$ cat src/rtl/mult_pkg.sv
// Shared types and constants for the serial radix-2^BPC multiplier.
package mult_pkg;

    typedef enum logic [1:0] {
        ST_IDLE = 2'd0,
        ST_RUN  = 2'd1,
        ST_DONE = 2'd2
    } mult_state_e;

    localparam int unsigned DEF_WIDTH = 16;
    localparam int unsigned DEF_BPC   = 2;

    // Digit counter width; at least one bit so a single-digit build still has a counter.
    function automatic int unsigned cnt_width(input int unsigned width, input int unsigned bpc);
        int unsigned n;
        n = width / bpc;
        if (n <= 1) begin
            return 1;
        end
        return $clog2(n);
    endfunction

endpackage

$ cat src/rtl/mult_serial_pp.sv
// Combinational partial product of the multiplicand magnitude and one BPC-bit digit.
module mult_serial_pp #(
    parameter int unsigned WIDTH = 16,
    parameter int unsigned BPC   = 2
) (
    input  logic [WIDTH-1:0]     mag,
    input  logic [BPC-1:0]       digit,
    output logic [WIDTH+BPC-1:0] pp
);

    localparam int unsigned PPW = WIDTH + BPC;

    assign pp = PPW'(mag) * PPW'(digit);

endmodule

$ cat src/rtl/mult_serial_param.sv
// Sequential sign-magnitude multiplier retiring BPC multiplier bits per cycle.
module mult_serial_param
    import mult_pkg::*;
#(
    parameter int unsigned WIDTH = DEF_WIDTH,
    parameter int unsigned BPC   = DEF_BPC
) (
    input  logic               clk,
    input  logic               rst,
    input  logic               start,
    input  logic               signed_mode,
    input  logic [WIDTH-1:0]   a,
    input  logic [WIDTH-1:0]   b,
    output logic               busy,
    output logic               done,
    output logic [2*WIDTH-1:0] p
);

    localparam int unsigned N   = WIDTH / BPC;
    localparam int unsigned CW  = cnt_width(WIDTH, BPC);
    localparam int unsigned PW  = 2 * WIDTH;
    localparam int unsigned PPW = WIDTH + BPC;

    mult_state_e      state_q, state_d;
    logic [WIDTH-1:0] a_q, a_d;
    logic [WIDTH-1:0] b_q, b_d;
    logic             neg_q, neg_d;
    logic [PW-1:0]    acc_q, acc_d;
    logic [CW-1:0]    cnt_q, cnt_d;
    logic [PW-1:0]    p_q, p_d;

    logic [WIDTH-1:0] a_mag, b_mag;
    logic [PPW-1:0]   pp;
    logic [PW-1:0]    acc_sum;
    logic             last;

    // Two's-complement negation maps the most negative value onto its own unsigned magnitude.
    assign a_mag   = (signed_mode && a[WIDTH-1]) ? WIDTH'(-a) : a;
    assign b_mag   = (signed_mode && b[WIDTH-1]) ? WIDTH'(-b) : b;
    assign last    = (cnt_q == CW'(N - 1));
    assign acc_sum = acc_q + (PW'(pp) << (BPC * cnt_q));

    mult_serial_pp #(
        .WIDTH (WIDTH),
        .BPC   (BPC)
    ) u_pp (
        .mag   (a_q),
        .digit (b_q[BPC-1:0]),
        .pp    (pp)
    );

    always_ff @(posedge clk) begin
        if (rst) begin
            state_q <= ST_IDLE;
            a_q     <= '0;
            b_q     <= '0;
            neg_q   <= 1'b0;
            acc_q   <= '0;
            cnt_q   <= '0;
            p_q     <= '0;
        end else begin
            state_q <= state_d;
            a_q     <= a_d;
            b_q     <= b_d;
            neg_q   <= neg_d;
            acc_q   <= acc_d;
            cnt_q   <= cnt_d;
            p_q     <= p_d;
        end
    end

    always_comb begin
        state_d = state_q;
        case (state_q)
            ST_IDLE, ST_DONE: state_d = start ? ST_RUN : ST_IDLE;
            ST_RUN:           state_d = last ? ST_DONE : ST_RUN;
            default:          state_d = ST_IDLE;
        endcase
    end

    // Datapath next values and state-decoded status outputs.
    always_comb begin
        a_d   = a_q;
        b_d   = b_q;
        neg_d = neg_q;
        acc_d = acc_q;
        cnt_d = cnt_q;
        p_d   = p_q;
        busy  = 1'b0;
        done  = 1'b0;
        case (state_q)
            ST_IDLE, ST_DONE: begin
                done = (state_q == ST_DONE);
                if (start) begin
                    a_d   = a_mag;
                    b_d   = b_mag;
                    neg_d = signed_mode & (a[WIDTH-1] ^ b[WIDTH-1]);
                    acc_d = '0;
                    cnt_d = '0;
                end
            end
            ST_RUN: begin
                busy  = 1'b1;
                acc_d = acc_sum;
                b_d   = b_q >> BPC;
                cnt_d = cnt_q + CW'(1);
                if (last) begin
                    cnt_d = '0;
                    p_d   = neg_q ? PW'(-acc_sum) : acc_sum;
                end
            end
            default: ;
        endcase
    end

    assign p = p_q;

endmodule

$ cat config.mk
export PLATFORM = sky130hd
export DESIGN_NAME = mult_serial_param
export DESIGN_NICKNAME = d
export VERILOG_FILES = /design/src/rtl/mult_pkg.sv /design/src/rtl/mult_serial_pp.sv /design/src/rtl/mult_serial_param.sv
export SDC_FILE = /design/constraint.sdc
export NUM_CORES = 1
export LEC_CHECK = 0
export BUFFER_PORTS_ARGS = -buffer_cell sky130_fd_sc_hd__buf_2
export CAP_MARGIN = 20
export CORE_AREA = 5 5 134 136
export CTS_CLUSTER_DIAMETER = 60
export CTS_CLUSTER_SIZE = 40
export DETAILED_ROUTE_END_ITERATION = 8
export DIE_AREA = 0 0 139 141
export HOLD_SLACK_MARGIN = 0.1
export PLACE_DENSITY_LB_ADDON = 0.12
export SETUP_SLACK_MARGIN = 0.15
export SLEW_MARGIN = 20
export SYNTH_ARGS = -nofsm -noshare
export SYNTH_HDL_FRONTEND = slang
export SYNTH_SLANG_ARGS = --single-unit
$ cat constraint.sdc
create_clock -name clk -period 7.5 [get_ports clk]
set_clock_uncertainty 0.2 [all_clocks]
set_input_delay 1.5 -clock clk [delete_from_list [all_inputs] [get_ports clk]]
set_output_delay 1.5 -clock clk [all_outputs]
set_load 0.1 [all_outputs]
Word level (Yosys, flattened, before mapping)
Cells that the tools add are included.

Register bits: 102. Input bits: 36. Output and inout bits: 34. Word-level logic and storage cells: 43.

Add/subtract/negate cells: 5. Multipliers: 1. Equal/unequal tests: 4. Shift-type cells: 1. Multiplexer cells: 15. Bitwise logic cells: 2. Reductions and logical operators: 8.

Operators by type and width (number): $mux W32 (2); $pmux W32 S2 (1); $mux W16 (3); $add A32 B32 Y32 (1); $neg A16 Y16 (2); $neg A32 Y32 (1); $pmux W16 S2 (1); $shl A18 B4 Y32 (1); $mul A16 B2 Y18 (1); $mux W3 (2); $pmux W3 S2 (1); $reduce_and A2 Y1 (3); $pmux W2 S2 (1); $add A3 B1 Y3 const B (1); $eq A3 B3 Y1 const B (1); $mux W1 (3); $eq A2 B1 Y1 const B (1); $eq A2 B2 Y1 const B (1); $logic_and A1 B1 Y1 (2); $logic_not A2 Y1 (1); $mux W2 (1); $ne A2 B2 Y1 const B (1); $reduce_bool A2 Y1 (1); $reduce_or A2 Y1 (1); 2 further kinds (2).

Logic depth before layout (Yosys ltp)
Depth in word-level cells: 5. Depth in mapped cells: 29. Mapped depth without buffers: 26.

By module
From an unflattened synthesis, not the netlist that was laid out.

Cells, all modules: 1142. Area, all modules: 8692.1 um^2.

Modules (own cells, without submodules): mult_serial_param (times used 1, cells each 998, area each 7647.3 um^2, seq. area each 2042.0 um^2); mult_serial_pp (times used 1, cells each 144, area each 1044.8 um^2, seq. area each 0.0 um^2).

Worst setup path after synthesis
No wires, ideal clock.

Path kind: reg-to-reg. From: register b_q[0]. To: register p_q[31], in the netlist p[31]. Setup time: 0.064 ns. Arrival time: 5.801 ns. Data required time: 7.236 ns. Path slack: 1.435 ns. Stages on the path, launching flop included: 27. Path buffers: 3. Clock period less this slack: 6.065 ns. Cells stage by stage: dfxtp_1 > clkbuf_1 > clkbuf_1 > nand2_1 > fa_1 > nor2b_1 > o31a_1 > o21ai_0 > o21bai_1 > a21oi_1 > xnor2_1 > mux2_2 > mux2i_1 > o22ai_1 > ha_1 > clkbuf_1 > and3_1 > and3_1 > a31oi_2 > o31ai_1 > xnor2_1 > or3b_1 > nor4_4 > nand3_1 > o41a_1 > or4_1 > nand3_1.

Longest elaborated chain between the ends: 5.

Ends and longest elaborated chain: start, declared (RTL line mult_serial_param.sv:26) `logic [WIDTH-1:0] b_q, b_d;`; start signal, assigned (RTL line mult_serial_param.sv:56) `b_q <= '0;`; start signal, assigned (RTL line mult_serial_param.sv:64) `b_q <= b_d;`; $mul A16 B2 Y18 * (RTL line mult_serial_pp.sv:13) `assign pp = PPW'(mag) * PPW'(digit);`; $shl A18 B4 Y32 * (RTL line mult_serial_param.sv:41) `assign acc_sum = acc_q + (PW'(pp) << (BPC * cnt_q));`; $add A32 B32 Y32 * (RTL line mult_serial_param.sv:41); $neg A32 Y32 (RTL line mult_serial_param.sv:109) `p_d = neg_q ? PW'(-acc_sum) : acc_sum;`; $mux W32 * (RTL line mult_serial_param.sv:109); end signal, assigned (RTL line mult_serial_param.sv:68) `p_q <= p_d;`; end, declared (RTL line mult_serial_param.sv:30) `logic [PW-1:0] p_q, p_d;`.

Every way passes the cells marked *; elsewhere a longest branch is shown, timed or not. A chain may end at the register's enable or synchronous reset.

Worst setup path in the final report
From: register b_q[1]. To: register p_q[31], in the netlist p[31].

Same word-level chain as after synthesis.

==> impl_metrics.prom <==
# TYPE chip_impl_metric gauge
chip_impl_info{name="outcome",value="completed"} 1
chip_impl_metric{name="synth_async_sr_flop_share",unit=""} 0
chip_impl_metric{name="final_hold_viol_count",unit=""} 0
chip_impl_metric{name="detailed_route_via_count",unit=""} 7489
chip_impl_metric{name="mappedNetlistArea",unit="sq um"} 8124
chip_impl_metric{name="syn_inst",unit=""} 1077
chip_impl_metric{name="ys_seq_elements",unit=""} 102
chip_impl_metric{name="drt_first_iter_violations",unit=""} 513
chip_impl_metric{name="drt_pre_antenna_iters",unit=""} 5
chip_impl_metric{name="start_util",unit=""} 0.4831
chip_impl_metric{name="power.internal",unit="mW"} 0.9107
chip_impl_info{name="grt_setup_unrepaired",value="no"} 1
chip_impl_info{name="timing.critical_path.to_type",value="register"} 1
chip_impl_metric{name="max-cap-violations",unit=""} 0
chip_impl_info{name="path_delay_family",value="simple AND/OR/NAND/NOR gates"} 1
chip_impl_metric{name="layout.cell_area.non_filler",unit="sq um"} 8901
chip_impl_metric{name="layout-drive-gt1-share",unit=""} 0.1066
chip_impl_metric{name="placed_cells",unit=""} 1314
chip_impl_metric{name="wl_met1",unit="um"} 10020
chip_impl_metric{name="postSynthNetCount",unit=""} 1166
chip_impl_info{name="topRoutingLayerUsed",value="met4"} 1
chip_impl_metric{name="largest_net_degree_at_the_start_of_global_routing",unit=""} 105
chip_impl_metric{name="vdd.ir_drop.worst",unit="mV"} 0.1077
chip_impl_metric{name="globalRouteTotalUtil",unit=""} 0.2107
chip_impl_info{name="most_common_cell_after_layout_fill_and_taps_aside",value="nor2_1"} 1
chip_impl_metric{name="rows",unit=""} 48
chip_impl_info{name="worstReg2RegStart",value="b_q[1]"} 1
chip_impl_metric{name="crit_required",unit="ns"} 7.61
chip_impl_metric{name="clock_latency",unit="ns"} 0.36
chip_impl_info{name="worst-setup-path-type",value="register to register"} 1
chip_impl_metric{name="p_seq_frac",unit=""} 0.433
chip_impl_metric{name="timing_worst_slew_pin_value",unit="ns"} 0.8116
chip_impl_metric{name="synth.yosys.seq_area_share",unit=""} 0.2513
chip_impl_metric{name="detail_route.vias_per_cell",unit=""} 5.622
chip_impl_metric{name="drcViolationCount",unit=""} 0
chip_impl_info{name="layout.cells.most_common_list",value="130 x nor2_1, 107 x nand2_1, 101 x dfxtp_1, 92 x a21oi_1, 68 x buf_2"} 1
chip_impl_metric{name="dp.final_hpwl",unit="um"} 15430
chip_impl_metric{name="grt_pass1_vias",unit=""} 7066
chip_impl_metric{name="cts_inserted_buffers",unit=""} 9
chip_impl_metric{name="crit_arrival",unit="ns"} 6.84
chip_impl_metric{name="antenna_left",unit=""} 0
chip_impl_metric{name="core",unit="sq um"} 16820
chip_impl_metric{name="cts_hold_repair.buffers",unit=""} 0
chip_impl_info{name="tritoncts",value="built"} 1
chip_impl_metric{name="cts.reportedPaths.clkPinSlew",unit="ns"} 0.08
chip_impl_metric{name="global_route_wire_length_before_repair",unit="um"} 34630
chip_impl_metric{name="power.clock.fraction",unit=""} 0.370
chip_impl_metric{name="nNetsFinal",unit=""} 1191
chip_impl_metric{name="wl",unit="um"} 20490
chip_impl_info{name="synthFlopType",value="dfxtp_1"} 1
chip_impl_metric{name="p_sw",unit="mW"} 0.4099
chip_impl_metric{name="ys_warn_count",unit=""} 0
chip_impl_metric{name="switching_share",unit=""} 0.3104
chip_impl_metric{name="die-height",unit="um"} 141
chip_impl_metric{name="num-fill-cells",unit=""} 1738
chip_impl_metric{name="setup_viol",unit=""} 0
chip_impl_metric{name="area_delta_synth_final",unit="%"} 9.564
chip_impl_metric{name="postPlaceCellArea",unit="sq um"} 8568
chip_impl_metric{name="combinational_share_of_power",unit=""} 0.197
chip_impl_info{name="cp_slowest_cell",value="dfxtp_1"} 1
chip_impl_metric{name="fin_cells",unit=""} 1332
chip_impl_info{name="critical_path.startpoint",value="b_q[1]"} 1
chip_impl_metric{name="detail_routed_net_length_per_standard_cell",unit="um"} 15.39
chip_impl_metric{name="route.met3.wl",unit="um"} 895
chip_impl_metric{name="timing.critical_path.fanout_max",unit=""} 17
chip_impl_metric{name="timing.max_slew.rel_slack",unit=""} 0.4582
chip_impl_metric{name="path_buf_inv",unit=""} 1
chip_impl_metric{name="h-tree-depth",unit=""} 3
chip_impl_metric{name="grt_overflow",unit=""} 0
chip_impl_metric{name="synth-edff-count",unit=""} 0
chip_impl_metric{name="met2WireLength",unit="um"} 9308
chip_impl_info{name="setup.worst_path.start_class",value="register"} 1
chip_impl_metric{name="synth_area_per_cell",unit="sq um"} 7.543
chip_impl_metric{name="final_cycle_utilization_of_the_critical_path",unit=""} 0.8979
chip_impl_metric{name="pre_cts_slack",unit="ns"} 0.6938
chip_impl_info{name="hold_path_class",value="register to register"} 1
chip_impl_info{name="hold_path.startpoint",value="p[0]"} 1
chip_impl_metric{name="totalNegativeSetupSlack",unit="ns"} 0
chip_impl_metric{name="report.final.slew_viol_count",unit=""} 0
chip_impl_info{name="clk_root_buffer_cell",value="clkbuf_16"} 1
chip_impl_info{name="netlist.top_cell.by_area",value="dfxtp_1"} 1
chip_impl_info{name="post_synth_main_area_contributors",value="dfxtp_1 25%, ha_1 7.9%, nor2_1 6.1%"} 1
chip_impl_metric{name="max_clock_freq",unit="GHz"} 0.1485
chip_impl_metric{name="setup_ws",unit="ns"} 0.7655
chip_impl_metric{name="num_antenna_cells",unit=""} 0
chip_impl_metric{name="crit_path_largest_cell_delay",unit="ns"} 0.56
chip_impl_metric{name="synth.top_cell.area_share",unit=""} 0.2513
chip_impl_metric{name="yosysUniqueCellTypes",unit=""} 76
chip_impl_metric{name="final.min_clock_period",unit="ns"} 6.734
chip_impl_metric{name="global_placer_s_final_weighted_congestion",unit=""} 0.9094
chip_impl_metric{name="leakage",unit="nW"} 3.766
chip_impl_metric{name="power-per-cell-area",unit="nW/um^2"} 148.4
chip_impl_metric{name="tritoncts_num_sinks",unit=""} 102
chip_impl_metric{name="antenna_violations_before_repair",unit=""} 0
chip_impl_metric{name="io_buffers",unit=""} 69
chip_impl_metric{name="cts.path.max_buffers",unit=""} 2
chip_impl_metric{name="die_area",unit="sq um"} 19600
chip_impl_metric{name="io_pins",unit=""} 70
chip_impl_metric{name="die_width",unit="um"} 139
==> worst reg2reg max path, delay by kind of cell (launching register included) <==
kind | cells | cell delay (ns)
and+or+nand+nor | 9 | 2.32
AOI/OAI and AO/OA | 8 | 1.68
adders and majority gates | 3 | 1.03
DFF | 1 | 0.56
muxes | 2 | 0.46
xor gates and xnor gates | 2 | 0.39
buffers and inverters | 1 | 0.06
==> registers in the layout, indices dropped and copies added, names as in the netlist <==
signal   count
a_q         16
acc_q       32
b_q         16
cnt_q        3
neg_q        1
p           32
state_q      2
==> stage by stage <==
stage	total power, mW	hold slack (ns)	utilization
floorplan	0.7751	0.2357	-
global placement	0.8439	0.2384	0.5095
detailed placement	0.8452	0.2472	0.5095
CTS	1.334	0.2583	0.5277
global route	1.391	0.2742	0.5293
finish	1.321	0.2539	0.5293
==> metal layers <==
layer,global-route usage,vias up
met4,0.04943,0
met3,0.03596,19
met2,0.3552,163
li1,-,3931
met1,0.2832,3376
met5,0,-
==> cell type report <==
cell class / instances / area, sq um / share of cell area
repair buffers: 77 / 411.6 / 0.04625
flip-flops and latches: 102 / 2043 / 0.2295
multi-input cells: 880 / 5739 / 0.6448
inverters: 32 / 120.1 / 0.01349
well taps: 225 / 281.5 / 0.03163
clock buffers: 9 / 225.2 / 0.02530
clock inverters: 7 / 80.08 / 0.008996
==> synth_stat cells (3+ instances only) <==
master,n
nor2_1,131
nand2_1,107
dfxtp_1,102
a21oi_1,92
clkbuf_1,56
o21ai_0,54
ha_1,51
xor2_1,48
a22oi_1,45
xnor2_1,41
a211oi_1,35
and2_1,35
inv_1,32
nand3_1,24
mux2i_1,19
a21o_1,13
nand2b_1,12
o31ai_1,11
nor3_1,10
and3_1,8
nor2b_1,8
nor4_1,8
o211ai_1,8
or3_1,8
a31oi_1,7
o21a_1,7
or4_1,7
o41ai_1,6
mux2_2,5
nand4_1,5
a21boi_0,4
a311oi_1,4
buf_2,4
o31a_1,4
or2_2,4
buf_1,3
nand3b_1,3
o221ai_1,3
o22a_1,3
o22ai_1,3
o2bb2ai_1,3
==> power groups by stage <==
| stage | Clock [mW] | Sequential [mW] | Combinational (mW) |
|---|---|---|---|
| floorplan | 0 | 0.578 | 0.197 |
| global placement | 0 | 0.584 | 0.260 |
| detailed placement | 0 | 0.584 | 0.261 |
| CTS | 0.501 | 0.572 | 0.262 |
| global route | 0.524 | 0.574 | 0.292 |
| finish | 0.489 | 0.571 | 0.260 |
==> worst paths after layout <==
kind              endpoint  slack, ns  cells past startpoint
setup / recovery     p[31]       0.77                     25
hold / removal        p[0]       0.25                      2
setup reg to reg     p[31]       0.77                     25
hold reg to reg       p[0]       0.25                      2
==> cells by family (layout without fill, tap and decap cells) <==
| kind of cell | Yosys count | after routing | synth area share |
|---|---|---|---|
| AOI/OAI and AO/OA | 331 | 331 | 0.2703 |
| xor gates and xnor gates | 90 | 90 | 0.09795 |
| adders and majority gates | 53 | 53 | 0.08347 |
| buffers and inverters | 95 | 125 | 0.04451 |
| DFF | 102 | 102 | 0.2513 |
| muxes | 24 | 24 | 0.03034 |
| and+or+nand+nor | 382 | 382 | 0.2221 |
==> what timing repair did <==
action / CTS / global route
buffers inserted: 0 / 2
hold endpoints to repair: 0 / 0
setup endpoints to repair: 0 / 5
resized for setup: 0 / 3
Power figures use the tool's default switching activity.
